`src/rtl/pipe_pkg.sv`:
```
// Shared pipeline definitions for the decode/execute boundary.
// Holds the default datapath widths, the "no memory access" codes and a
// packed control bundle with its all-zero (bubble) value. The hazard logic
// and the ID/EX register both draw on these so a bubble means the same
// thing everywhere.
package pipe_pkg;

  localparam int DATA_W   = 32;
  localparam int RAW_W    = 5;
  localparam int ALUCTR_W = 5;

  localparam logic [2:0] MEMREAD_NONE  = 3'd0;
  localparam logic [1:0] MEMWRITE_NONE = 2'd0;

  typedef struct packed {
    logic                regdst;
    logic                alusrc;
    logic [ALUCTR_W-1:0] aluctr;
    logic                memtoreg;
    logic                regwrite;
    logic [1:0]          memwrite;
    logic [2:0]          memread;
  } ctrl_t;

  localparam ctrl_t CTRL_ZERO = '{
    regdst:   1'b0,
    alusrc:   1'b0,
    aluctr:   '0,
    memtoreg: 1'b0,
    regwrite: 1'b0,
    memwrite: MEMWRITE_NONE,
    memread:  MEMREAD_NONE
  };

endpackage

```
`src/rtl/load_use_detect.sv`:
```
// Load-use hazard detector (purely combinational).
// Flags a decode-stage instruction that reads a register which the load
// currently in execute has not yet produced. Loads always write rt, and a
// load into r0 never creates a dependency.
// Ports:
//   i_ex_valid, i_ex_regwrite, i_ex_memread, i_ex_rt : execute-stage entry
//   i_id_valid, i_id_use_rs, i_id_use_rt             : decode-stage qualifiers
//   i_id_rs, i_id_rt                                 : decode-stage sources
//   o_load_use                                       : hazard present
module load_use_detect
  import pipe_pkg::MEMREAD_NONE;
#(
  parameter int RAW_W = pipe_pkg::RAW_W
) (
  input  logic             i_ex_valid,
  input  logic             i_ex_regwrite,
  input  logic [2:0]       i_ex_memread,
  input  logic [RAW_W-1:0] i_ex_rt,
  input  logic             i_id_valid,
  input  logic             i_id_use_rs,
  input  logic             i_id_use_rt,
  input  logic [RAW_W-1:0] i_id_rs,
  input  logic [RAW_W-1:0] i_id_rt,
  output logic             o_load_use
);

  logic w_ex_is_load;
  logic w_src_match;

  assign w_ex_is_load = i_ex_valid & i_ex_regwrite & (i_ex_memread != MEMREAD_NONE)
                      & (i_ex_rt != '0);
  assign w_src_match  = (i_id_use_rs & (i_id_rs == i_ex_rt))
                      | (i_id_use_rt & (i_id_rt == i_ex_rt));
  assign o_load_use   = w_ex_is_load & i_id_valid & w_src_match;

endmodule

```
`src/rtl/idex_pipe_reg.sv`:
```
// ID/EX pipeline register with valid bit, hold, branch flush and internal
// load-use bubble insertion.
// Ports:
//   clk, rst          : clock, synchronous active-high reset
//   flush             : squash the decode-stage instruction (wins over hold)
//   hold              : downstream stall, freeze contents
//   id_*              : decode-stage instruction, control, operands, fields
//   ex_*              : registered copies presented to execute
//   stall_o           : combinational request to hold PC and IF/ID
//   bubble_cnt        : saturating count of load-use bubbles since reset
// A bubble clears the whole entry, so downstream sees regwrite/memwrite/
// memread all zero. Entries captured with id_valid=0 still carry their
// fields; every side effect downstream must be qualified with ex_valid.
module idex_pipe_reg #(
  parameter int DATA_W   = pipe_pkg::DATA_W,
  parameter int RAW_W    = pipe_pkg::RAW_W,
  parameter int ALUCTR_W = pipe_pkg::ALUCTR_W,
  parameter int CNT_W    = 16
) (
  input  logic                clk,
  input  logic                rst,
  input  logic                flush,
  input  logic                hold,
  input  logic                id_valid,
  input  logic                id_use_rs,
  input  logic                id_use_rt,
  input  logic                id_regdst,
  input  logic                id_alusrc,
  input  logic                id_memtoreg,
  input  logic                id_regwrite,
  input  logic [ALUCTR_W-1:0] id_aluctr,
  input  logic [1:0]          id_memwrite,
  input  logic [2:0]          id_memread,
  input  logic [DATA_W-1:0]   id_rdata1,
  input  logic [DATA_W-1:0]   id_rdata2,
  input  logic [DATA_W-1:0]   id_ext32,
  input  logic [RAW_W-1:0]    id_rs,
  input  logic [RAW_W-1:0]    id_rt,
  input  logic [RAW_W-1:0]    id_rd,
  input  logic [RAW_W-1:0]    id_sa,
  output logic                ex_valid,
  output logic                ex_regdst,
  output logic                ex_alusrc,
  output logic                ex_memtoreg,
  output logic                ex_regwrite,
  output logic [ALUCTR_W-1:0] ex_aluctr,
  output logic [1:0]          ex_memwrite,
  output logic [2:0]          ex_memread,
  output logic [DATA_W-1:0]   ex_rdata1,
  output logic [DATA_W-1:0]   ex_rdata2,
  output logic [DATA_W-1:0]   ex_ext32,
  output logic [RAW_W-1:0]    ex_rs,
  output logic [RAW_W-1:0]    ex_rt,
  output logic [RAW_W-1:0]    ex_rd,
  output logic [RAW_W-1:0]    ex_sa,
  output logic                stall_o,
  output logic [CNT_W-1:0]    bubble_cnt
);

  typedef struct packed {
    logic                valid;
    logic                regdst;
    logic                alusrc;
    logic                memtoreg;
    logic                regwrite;
    logic [ALUCTR_W-1:0] aluctr;
    logic [1:0]          memwrite;
    logic [2:0]          memread;
    logic [DATA_W-1:0]   rdata1;
    logic [DATA_W-1:0]   rdata2;
    logic [DATA_W-1:0]   ext32;
    logic [RAW_W-1:0]    rs;
    logic [RAW_W-1:0]    rt;
    logic [RAW_W-1:0]    rd;
    logic [RAW_W-1:0]    sa;
  } entry_t;

  entry_t            r_ex_p1;
  logic [CNT_W-1:0]  r_bubble_cnt_p1;
  entry_t            w_id_p0;
  entry_t            w_bubble;
  logic              w_load_use;

  // Counter sticks at all-ones instead of wrapping.
  function automatic logic [CNT_W-1:0] sat_inc(input logic [CNT_W-1:0] v);
    return (&v) ? v : v + CNT_W'(1);
  endfunction

  assign w_id_p0 = '{
    valid:    id_valid,
    regdst:   id_regdst,
    alusrc:   id_alusrc,
    memtoreg: id_memtoreg,
    regwrite: id_regwrite,
    aluctr:   id_aluctr,
    memwrite: id_memwrite,
    memread:  id_memread,
    rdata1:   id_rdata1,
    rdata2:   id_rdata2,
    ext32:    id_ext32,
    rs:       id_rs,
    rt:       id_rt,
    rd:       id_rd,
    sa:       id_sa
  };

  // Bubble: invalid, every control bit at its no-op value, data zeroed.
  always_comb begin
    w_bubble          = '0;
    w_bubble.regdst   = pipe_pkg::CTRL_ZERO.regdst;
    w_bubble.alusrc   = pipe_pkg::CTRL_ZERO.alusrc;
    w_bubble.aluctr   = ALUCTR_W'(pipe_pkg::CTRL_ZERO.aluctr);
    w_bubble.memtoreg = pipe_pkg::CTRL_ZERO.memtoreg;
    w_bubble.regwrite = pipe_pkg::CTRL_ZERO.regwrite;
    w_bubble.memwrite = pipe_pkg::CTRL_ZERO.memwrite;
    w_bubble.memread  = pipe_pkg::CTRL_ZERO.memread;
  end

  load_use_detect #(
    .RAW_W(RAW_W)
  ) u_load_use_detect (
    .i_ex_valid    (r_ex_p1.valid),
    .i_ex_regwrite (r_ex_p1.regwrite),
    .i_ex_memread  (r_ex_p1.memread),
    .i_ex_rt       (r_ex_p1.rt),
    .i_id_valid    (id_valid),
    .i_id_use_rs   (id_use_rs),
    .i_id_use_rt   (id_use_rt),
    .i_id_rs       (id_rs),
    .i_id_rt       (id_rt),
    .o_load_use    (w_load_use)
  );

  // A flushed decode instruction is being discarded, so it cannot need a stall.
  assign stall_o = hold | (w_load_use & ~flush);

  // ---- stage p0 (decode inputs) -> p1 (execute entry) ----
  always_ff @(posedge clk) begin
    if (rst) begin
      r_ex_p1         <= '0;
      r_bubble_cnt_p1 <= '0;
    end else if (flush) begin
      r_ex_p1 <= w_bubble;
    end else if (!hold) begin
      if (w_load_use) begin
        r_ex_p1         <= w_bubble;
        r_bubble_cnt_p1 <= sat_inc(r_bubble_cnt_p1);
      end else begin
        r_ex_p1 <= w_id_p0;
      end
    end
  end

  assign ex_valid    = r_ex_p1.valid;
  assign ex_regdst   = r_ex_p1.regdst;
  assign ex_alusrc   = r_ex_p1.alusrc;
  assign ex_memtoreg = r_ex_p1.memtoreg;
  assign ex_regwrite = r_ex_p1.regwrite;
  assign ex_aluctr   = r_ex_p1.aluctr;
  assign ex_memwrite = r_ex_p1.memwrite;
  assign ex_memread  = r_ex_p1.memread;
  assign ex_rdata1   = r_ex_p1.rdata1;
  assign ex_rdata2   = r_ex_p1.rdata2;
  assign ex_ext32    = r_ex_p1.ext32;
  assign ex_rs       = r_ex_p1.rs;
  assign ex_rt       = r_ex_p1.rt;
  assign ex_rd       = r_ex_p1.rd;
  assign ex_sa       = r_ex_p1.sa;
  assign bubble_cnt  = r_bubble_cnt_p1;

endmodule

```
`config.mk`:
```
export PLATFORM = sky130hd
export DESIGN_NAME = idex_pipe_reg
export DESIGN_NICKNAME = d
export VERILOG_FILES = /design/src/rtl/pipe_pkg.sv /design/src/rtl/load_use_detect.sv /design/src/rtl/idex_pipe_reg.sv
export SDC_FILE = /design/constraint.sdc
export NUM_CORES = 1
export LEC_CHECK = 0
export BUFFER_PORTS_ARGS = -buffer_cell sky130_fd_sc_hd__buf_2
export CELL_PAD_IN_SITES_DETAIL_PLACEMENT = 2
export CELL_PAD_IN_SITES_GLOBAL_PLACEMENT = 2
export CORE_MARGIN = 4
export CORE_UTILIZATION = 22
export CTS_CLUSTER_SIZE = 30
export DETAILED_ROUTE_END_ITERATION = 7
export GPL_ROUTABILITY_DRIVEN = 0
export PLACE_DENSITY_LB_ADDON = 0.1
export SLEW_MARGIN = 0
export SYNTH_ARGS = -nofsm -noshare
export SYNTH_HDL_FRONTEND = slang
export SYNTH_SLANG_ARGS = --single-unit
```
`constraint.sdc`:
```
create_clock -name clk -period 1.8 [get_ports clk]
set_input_delay 0 -clock clk [delete_from_list [all_inputs] [get_ports clk]]
set_output_delay 0 -clock clk [all_outputs]
set_load 0.005 [all_outputs]
```
### Word level (Yosys, flattened, before mapping)

Index checks and enable logic that the tools add are counted.

| word-level totals | value |
|---|---|
| register bits after elaboration | 147 |
| bits of input ports | 137 |
| output and inout port bits | 148 |

| operators by class | value |
|---|---|
| $add $sub $neg | 1 |
| equal/unequal tests | 2 |
| mux-type cells | 1 |
| bitwise gates (word level) | 13 |
| reductions and logical operators | 5 |

Operator list:

| operator | count |
|---|---|
| 2-to-1 mux 131 bit | 1 |
| adder 16 x 1 -> 16 bit, second input constant | 1 |
| AND reduction 16 bit | 1 |
| equality test 5 bit | 2 |
| AND 1 bit | 8 |
| nonzero test 5 bit | 1 |
| AND reduction 4 bit | 1 |
| inverter 1 bit | 3 |
| nonzero test 3 bit | 1 |
| OR 1 bit | 2 |
| OR reduction 2 bit | 1 |

### Longest topological paths before layout

Gate-level depths: netlist of run 1.

| depth | value |
|---|---|
| word-level depth | 7 |
| depth in mapped cells | 8 |
| mapped depth without buffers | 6 |

### Cells and area by module

From an unflattened synthesis of run 1, not the netlist that was laid out.

| second synthesis, totals | value |
|---|---|
| cells, all modules | 558 |
| area, all modules | 5256.3 um^2 |

Modules (own cells, without submodules):

| module | times used | cells each | area each (um^2) |
|---|---|---|---|
| idex_pipe_reg | 1 | 539 | 5103.6 |
| load_use_detect | 1 | 19 | 152.6 |

### Worst setup path after synthesis of run 1

No wires, ideal clock.

| timing | value |
|---|---|
| path type | register -> register |
| from | register r_bubble_cnt_p1[0], in the netlist bubble_cnt[0] |
| to | register r_bubble_cnt_p1[11], in the netlist bubble_cnt[11] |
| setup time | 121 ps |
| data arrival time | 1850 ps |
| required time | 1679 ps |
| slack | -171 ps |
| cell stages (with the launch flop) | 7 |
| buffers on the path | 0 |
| clock period less this slack | 1971 ps |
| cell sequence | dfxtp_1 > ha_1 > and3_4 > a311oi_4 > nand3_4 > nor4_1 > mux2_2 |

| on the way | value |
|---|---|
| longest elaborated chain between the ends | 3 |
| elaborated cells between the ends (all ways) | 4 |

RTL lines:

| what | RTL line | text |
|---|---|---|
| from (decl) | idex_pipe_reg.sv:79 | `logic [CNT_W-1:0] r_bubble_cnt_p1;` |
| from (signal assigned) | idex_pipe_reg.sv:147 | `r_bubble_cnt_p1 <= sat_inc(r_bubble_cnt_p1);` |
| branches (longest 3 deep; another with adder 16 x 1 -> 16 bit) | - |  |

Several ways; the timed one is not identified.
A chain may end at the register's enable or synchronous reset.

### Worst setup path in the final report of run 1

| timing | value |
|---|---|
| from | register r_ex_p1 (netlist bit ex_rt[4]) |
| to | register r_ex_p1 (netlist bit ex_ext32[23]) |

| on the way | value |
|---|---|
| longest elaborated chain between the ends | 5 |
| elaborated cells between the ends (all ways) | 10 |

RTL lines:

| what | RTL line | text |
|---|---|---|
| from (decl) | idex_pipe_reg.sv:78 | `entry_t r_ex_p1;` |
| from (signal assigned) | idex_pipe_reg.sv:143 | `r_ex_p1 <= w_bubble;` |
| from (signal assigned) | idex_pipe_reg.sv:146 | `r_ex_p1 <= w_bubble;` |
| from (signal assigned) | idex_pipe_reg.sv:149 | `r_ex_p1 <= w_id_p0;` |
| equality test 5 bit, or another cell as far along | load_use_detect.sv:32 | `assign w_src_match = (i_id_use_rs & (i_id_rs == i_ex_rt))` |
| AND 1 bit, on equally long branches | load_use_detect.sv:32, load_use_detect.sv:31, load_use_detect.sv:33 |  |
| OR 1 bit / AND 1 bit (equally long branches) | load_use_detect.sv:33, load_use_detect.sv:34 |  |
| AND 1 bit * | load_use_detect.sv:34 | `assign o_load_use = w_ex_is_load & i_id_valid & w_src_match;` |
| 2-to-1 mux 131 bit * | idex_pipe_reg.sv:145 | `if (w_load_use) begin` |

Mark *: on every way between the ends. The rest lies on a longest branch, timed or not.

==> results.md, run 1 <==
* Power Dens Cells at 798 nW/um^2
* Synth Flop Type: dfxtp_1
* Startpoint Class: flip-flop
* Status: complete, but fails checks
* Clock-pin slew on the worst setup and hold paths at 70 ps
* #FFs+latches synth at 147
* Synthesized instance count at 550
* Critical Path Sink Type: flip-flop
* Final Core Density at 44.7%
* Hold endpoint: bubble_cnt[8]$_SDFFE_PP0P_
* Layout cells sized above 1 at a little over half
* Hold depth at 3
* Critical path's largest stage delay at 370 ps
* Leading post-synthesis cells by cell area: dfxtp_1 56%, a22oi_1 19%, nor2_1 10%, clkbuf_1 2.1%, xnor2_1 1.7%
* Total design power at 8400 uW
* Worst skew pair latency at 430 ps
* Final setup margin at -285 ps
* Clock buffer depth at 2
* Vias in the first global route at approximately 7300
* Worst reg2reg path depth at 10
* Final WL at 27900 microns
* TritonCTS clock tree: done
* CP Data Arrival Time at between 2000 and 2500 ps
* DRT antenna net count at 0
* R2R Path Start: ex_rt[4]$_SDFFE_PP0N_
* Clk root buf: clkbuf_16
* Period Utilization, post-route at 116%
* Crit path cell chain: xnor2_2 -> nand4_1 -> o22ai_4 -> buf_6 -> a21oi_4 -> buf_6 -> buf_12 -> clkbuf_16 -> a22oi_2 -> nor2_1
* Lkg Pwr at roughly 0.0047 uW
* Ports at between 200 and 300
* Net Sw Power at about 2200 uW
* Max stage delay cell, worst path: dfxtp_4
* Hold Slack at between 30 and 40 ps
* CP Data Required Time at 2100 ps
* CTS Buf Count at 17
* Post-synth top cells: 147 x dfxtp_1, 141 x nor2_1, 131 x a22oi_1, 30 x clkbuf_1, 13 x buf_2
* Global-route wire length before repair at ~41000 microns
* Reg2reg end: ex_ext32[23]$_SDFFE_PP0N_
* Net Count, Synth at between 600 and 700
* Mapped Area at 5290 sq um
* Failing checks: setup timing
* Die Ht at 163 microns
* Slew Limit Headroom at around 16%
* Ys Warns at 0
* Chip width at 163 microns
* Final Max Slew Viols at 0
* Via count at 6240
* DR pass1 iterations at 4
* Critical path class: reg -> reg
* Comb pwr share at between 10 and 15%
* Worst hold start: rst
* Least-Margin Pin Slew at 1260 ps
* Post-synth EDFFs at 0
* Register area share after synthesis at 55.7%
* IR Drop Worst-Case VDD at 0.408 mV
* Most used routing layer: met2
* CTS Sinks at 147
* Initial DRC count at ~240
* Post-route DRC violation count at 0
* Post-synth top area share at 55.7%
* Hold Violations, Final at 0
* Max-cap violations at 0
* Largest net degree at the start of global routing at 77
* WL/cell at 20.6 microns
* Detailed placement HPWL at around 16000 microns
* Clk pwr share at 44.8%
* Met2 Resource Use GR at 35.6%
* Final net count at 1159
* Most Frequent Cell on Critical Path: buf_6
* Flop pwr share at around two fifths
* Pre-CTS setup slack at -288 ps
* # setup viols final at 146
* Int Pwr at 6220 uW
* M1 GR Usage at 21.6%
* Post-DR vias/cell at roughly 4.6
* Initial core utilization at 22.5%
* Count leader, synth: dfxtp_1
* Netlist cell types at 35
* Switching Share at between 20% and 30%
* Mean area per synthesized cell at 9.61 sq um
* H-Tree Depth at 4
* Finished Cell Area at ~11000 sq um
* Clk_skew at 13.4 ps
* Area leader, netlist: dfxtp_1
* GRT Residual Overflow at 0
* Number of I/O port buffers at 284
* Post-DP Area at 7380 sq um
* Row count at 56
* FFs w/ async S/R, synth at 0%
* Die Area at around 27000 sq um
* # fillers at roughly 2500
* GRT met3 Usage at 6.48%
* Min cycle time layout at 2090 ps
* FMAX at 480 MHz
* CP Max Fanout at 7
* Hold Path Class: in -> reg
* Area growth from synthesis to layout at 99.2%
* CORE AREA at 23500 sq um
* Initial antenna violation count at 4
* RSZ-0062 raised after global routing: yes
* R2R Setup Slk at -290 ps
* Gr usage total at 19.6%
==> state kept, by name (all words and copies together) (netlist names), 5 cells and up <==
name	count
ex_aluctr	5
ex_sa	5
ex_rd	5
ex_rt	5
ex_rdata2	32
bubble_cnt	16
ex_ext32	32
ex_rdata1	32
ex_rs	5
==> critical path: cells and delay by family, from the launching register on <==
kind                      cells  cell delay [ps]
AOI/OAI and AO/OA             3              460
xor gates and xnor gates      1              180
buffers and inverters         4              650
DFF                           1              370
and+or+nand+nor               2              280
==> logic make-up after synthesis <==
kind of cell    count (synthesis)  share of synthesized area, %
mux                             3                         0.615
buf+inv                        49                          4.33
fa+ha+maj                       1                         0.237
compound gates                151                          21.4
simple gates                  184                          15.2
xor+xnor                       15                          2.49
flops                         147                          55.7
==> how the worst max path moves through the flow <==
| stage | startpoint | end |
|---|---|---|
| finish | ex_rt[4]$_SDFFE_PP0N_ | ex_ext32[23]$_SDFFE_PP0N_ |
| global route | ex_rt[4]$_SDFFE_PP0N_ | ex_rdata1[6]$_SDFFE_PP0N_ |
| CTS | ex_rt[1]$_SDFFE_PP0N_ | ex_ext32[24]$_SDFFE_PP0N_ |
| detailed placement | ex_rt[1]$_SDFFE_PP0N_ | ex_rdata2[25]$_SDFFE_PP0N_ |
| global placement | ex_rt[1]$_SDFFE_PP0N_ | ex_ext32[19]$_SDFFE_PP0N_ |
| floorplan | bubble_cnt[8]$_SDFFE_PP0P_ | bubble_cnt[12]$_SDFFE_PP0P_ |
==> cell type report <==
type                       instances  area, sq um  share of cell area [%]
timing repair buffer             498         3740                    35.5
antenna                            3         7.51                  0.0713
inverter                           2         7.51                  0.0713
clock inverter                    13          171                    1.63
multi-input combinational        355         2810                    26.7
tap                              319          399                    3.79
clock buffer                      19          433                    4.11
sequential                       147         2960                    28.1
==> cells in the final DEF, fill, tap and decap left out, types with 6 or more instances in the layout <==
cell           Yosys  layout
a21oi_2            0       7
a22oi_1          131      38
a22oi_2            0      93
buf_12             0       7
buf_16             0       8
buf_2             13     283
buf_4              1      47
buf_6              2      18
clkbuf_16          0      21
dfxtp_1          147     137
dfxtp_2            0       7
dlygate4sd3_1      0     131
nand4_1            9       9
nor2_1           141     135
xnor2_2            0       6
==> through the flow <==
stage                     instances  setup TNS [ps]
final                          1356          -29800
after global routing           1356          -43210
after CTS                      1347          -25110
after detailed placement       1158          -28790
after global placement         1158          -22920
after floorplan                 550            -240
==> power by group through the flow <==
stage                     sequential, uW  combinational [uW]  clock [uW]
after global placement              3460                 697           0
after floorplan                     3470                 317           0
after detailed placement            3470                 726           0
after global routing                3420                1330        4020
after CTS                           3400                1080        3860
final                               3410                1230        3760
==> per-layer routing <==
layer / part of all wire [%] / up-vias / wire (microns)
li1: - / 2931 / -
met3: 6.0 / 34 / 1670
met2: 54 / 193 / 15000
met5: 0.032 / - / 9
met4: 1.8 / 2 / 499
met1: 38 / 3080 / 10700
==> repair_timing <==
item	CTS	global route
pin swaps	69	140
gates cloned	9	4
hold buffers	131	0
gates resized for setup	57	118
hold endpoints to repair	131	0
setup endpoints to repair	145	147
setup buffers	18	3
No activity file was read; power rests on OpenSTA's default activity.
==> run 2, diff against run 1 <==
Settings changed: CORE_UTILIZATION 22 to 28, CTS_BUF_LIST from default to sky130_fd_sc_hd__clkbuf_8.
Clock period 1.8 ns to 2.6 ns, I/O delays scaled along.
==> results.md, run 2 (same netlist as run 1, synthesis figures left out) <==
* Initial antenna violation count at 7
* CTS Sinks at ~150
* Hold Path Class: in -> reg
* Post-route DRC violation count at 0
* Worst skew pair latency at 450 ps
* Critical Path Sink Type: flip-flop
* IR Drop Worst-Case VDD at 0.288 mV
* TritonCTS clock tree: done
* Chip width at around 150 microns
* CP Data Arrival Time at ~2700 ps
* Detailed placement HPWL at approximately 15000 microns
* Clock-pin slew on the worst setup and hold paths at 80 ps
* CTS Buf Count at 17
* Switching Share at between 20% and 30%
* FMAX at between 400 and 500 MHz
* Hold Violations, Final at 0
* Post-CTS Hold Buffers at about 130
* Startpoint Class: flip-flop
* Power Dens Cells at 558 nW/um^2
* Period Utilization, post-route at 91.1%
* Ports at 285
* Int Pwr at 3570 uW
* Most frequent cells in the layout: 283 x buf_2, 147 x dfxtp_1, 141 x nor2_1
* Die Area at 21100 sq um
* Initial core utilization at 28.9%
* H-Tree Depth at 4
* CP Max Fanout at between 100 and 150
* WL/cell at 20.5 microns
* RSZ-0062 raised after global routing: no
* Flop pwr share at approximately half
* Min cycle time layout at 2370 ps
* Crit path cell chain: or4_1 -> nor2_1 -> nor3_2 -> a21oi_4 -> buf_12 -> a22oi_1 -> nor2_1
* Via count at approximately 6000
* Clk_skew at 22.4 ps
* Slew Limit Headroom at 23.7%
* Layout cells sized above 1 at 34.6%
* Setup Buffers After CTS at 0
* Clk root buf: clkbuf_8
* Critical path's largest stage delay at 530 ps
* Net Sw Power at 1230 uW
* Post-DR vias/cell at 4.96
* Final WL at 24400 microns
* Final Max Slew Viols at 0
* CORE AREA at 18300 sq um
* Comb pwr share at around 13%
* DR pass1 iterations at 6
* Clock buffer depth at 2
* Critical path class: reg -> reg
* Vias in the first global route at 6870
* Global-route wire length before repair at 39000 microns
* Largest net degree at the start of global routing at 111
* CP Data Required Time at slightly below 3000 ps
* Hold Slack at roughly 63 ps
* GRT Residual Overflow at 0
* Gr usage total at 22.9%
* Most Frequent Cell on Critical Path: nor2_1
* Initial DRC count at approximately 240
* # setup viols final at 0
* Status: complete, no violations
* Area growth from synthesis to layout at 62.5%
* Number of I/O port buffers at 284
* Setup_tns at 0 ps
* Least-Margin Pin Slew at 1150 ps
* Die Ht at 145 microns
* Row count at 49
* Max-cap violations at 0
* Commonest non-fill, non-tap cell in the layout: buf_2
* DRT antenna net count at 0
* Max stage delay cell, worst path: or4_1
* Lkg Pwr at 0.00399 uW
* Post-CTS sizing at 0
* Final net count at 1085
* Clk pwr share at between 30% and 40%
==> run 2: power groups by stage <==
stage	clock network (uW)	registers, uW	logic, uW
2_1_floorplan	0	2410	218
3_3_place_gp	0	2400	444
3_5_place_dp	0	2400	466
4_1_cts	1850	2350	628
5_1_grt	1950	2360	705
6_report	1800	2350	642
==> run 2: worst max-delay path: cells and delay by family (launching register included) <==
family                 cells  cell delay [ps]
AO/OA/AOI/OAI              2              350
buffers and inverters      1              390
flip-flops                 1              360
AND/OR/NAND/NOR            4             1060
==> run 2: path summary, 6_finish.rpt <==
path,from,end,slack (ps),cells past startpoint
setup / recovery,ex_rt[0]$_SDFFE_PP0N_,ex_ext32[2]$_SDFFE_PP0N_,230,7
hold / removal,flush,bubble_cnt[5]$_SDFFE_PP0P_,60,5
setup reg to reg,ex_rt[0]$_SDFFE_PP0N_,ex_ext32[2]$_SDFFE_PP0N_,230,7
hold reg to reg,bubble_cnt[9]$_SDFFE_PP0P_,bubble_cnt[9]$_SDFFE_PP0P_,510,2
==> run 2: metrics by stage <==
stage / setup slack [ps] / power [uW] / cell area, sq um / utilization [%] / cells
finish: 231 / 4800 / 8590 / 47.0 / 1193
global placement: 388 / 2840 / 6870 / 37.6 / 1025
floorplan: 629 / 2620 / 5290 / - / 550
global route: 75.6 / 5020 / 8590 / 47.0 / 1193
detailed placement: 290 / 2870 / 6870 / 37.6 / 1025
CTS: 313 / 4830 / 8580 / 47.0 / 1188
==> run 2: metal layers <==
layer / part of all wire (%) / GRT usage [%] / up-vias
met2: 53 / 42.3 / 204
met1: 37 / 24.0 / 2898
li1: - / - / 2759
met4: 3.2 / 9.21 / 4
met3: 6.4 / 7.38 / 47
met5: 0.11 / 0 / -
==> run 2: layout make-up <==
class / count / area, sq um
fill: 1975 / 9680
sequential: 147 / 2940
timing repair buffer: 425 / 2840
multi-input combinational: 354 / 2120
tap: 229 / 287
clock buffer: 20 / 275
clock inverter: 11 / 113
antenna: 5 / 12.5
inverter: 2 / 7.51
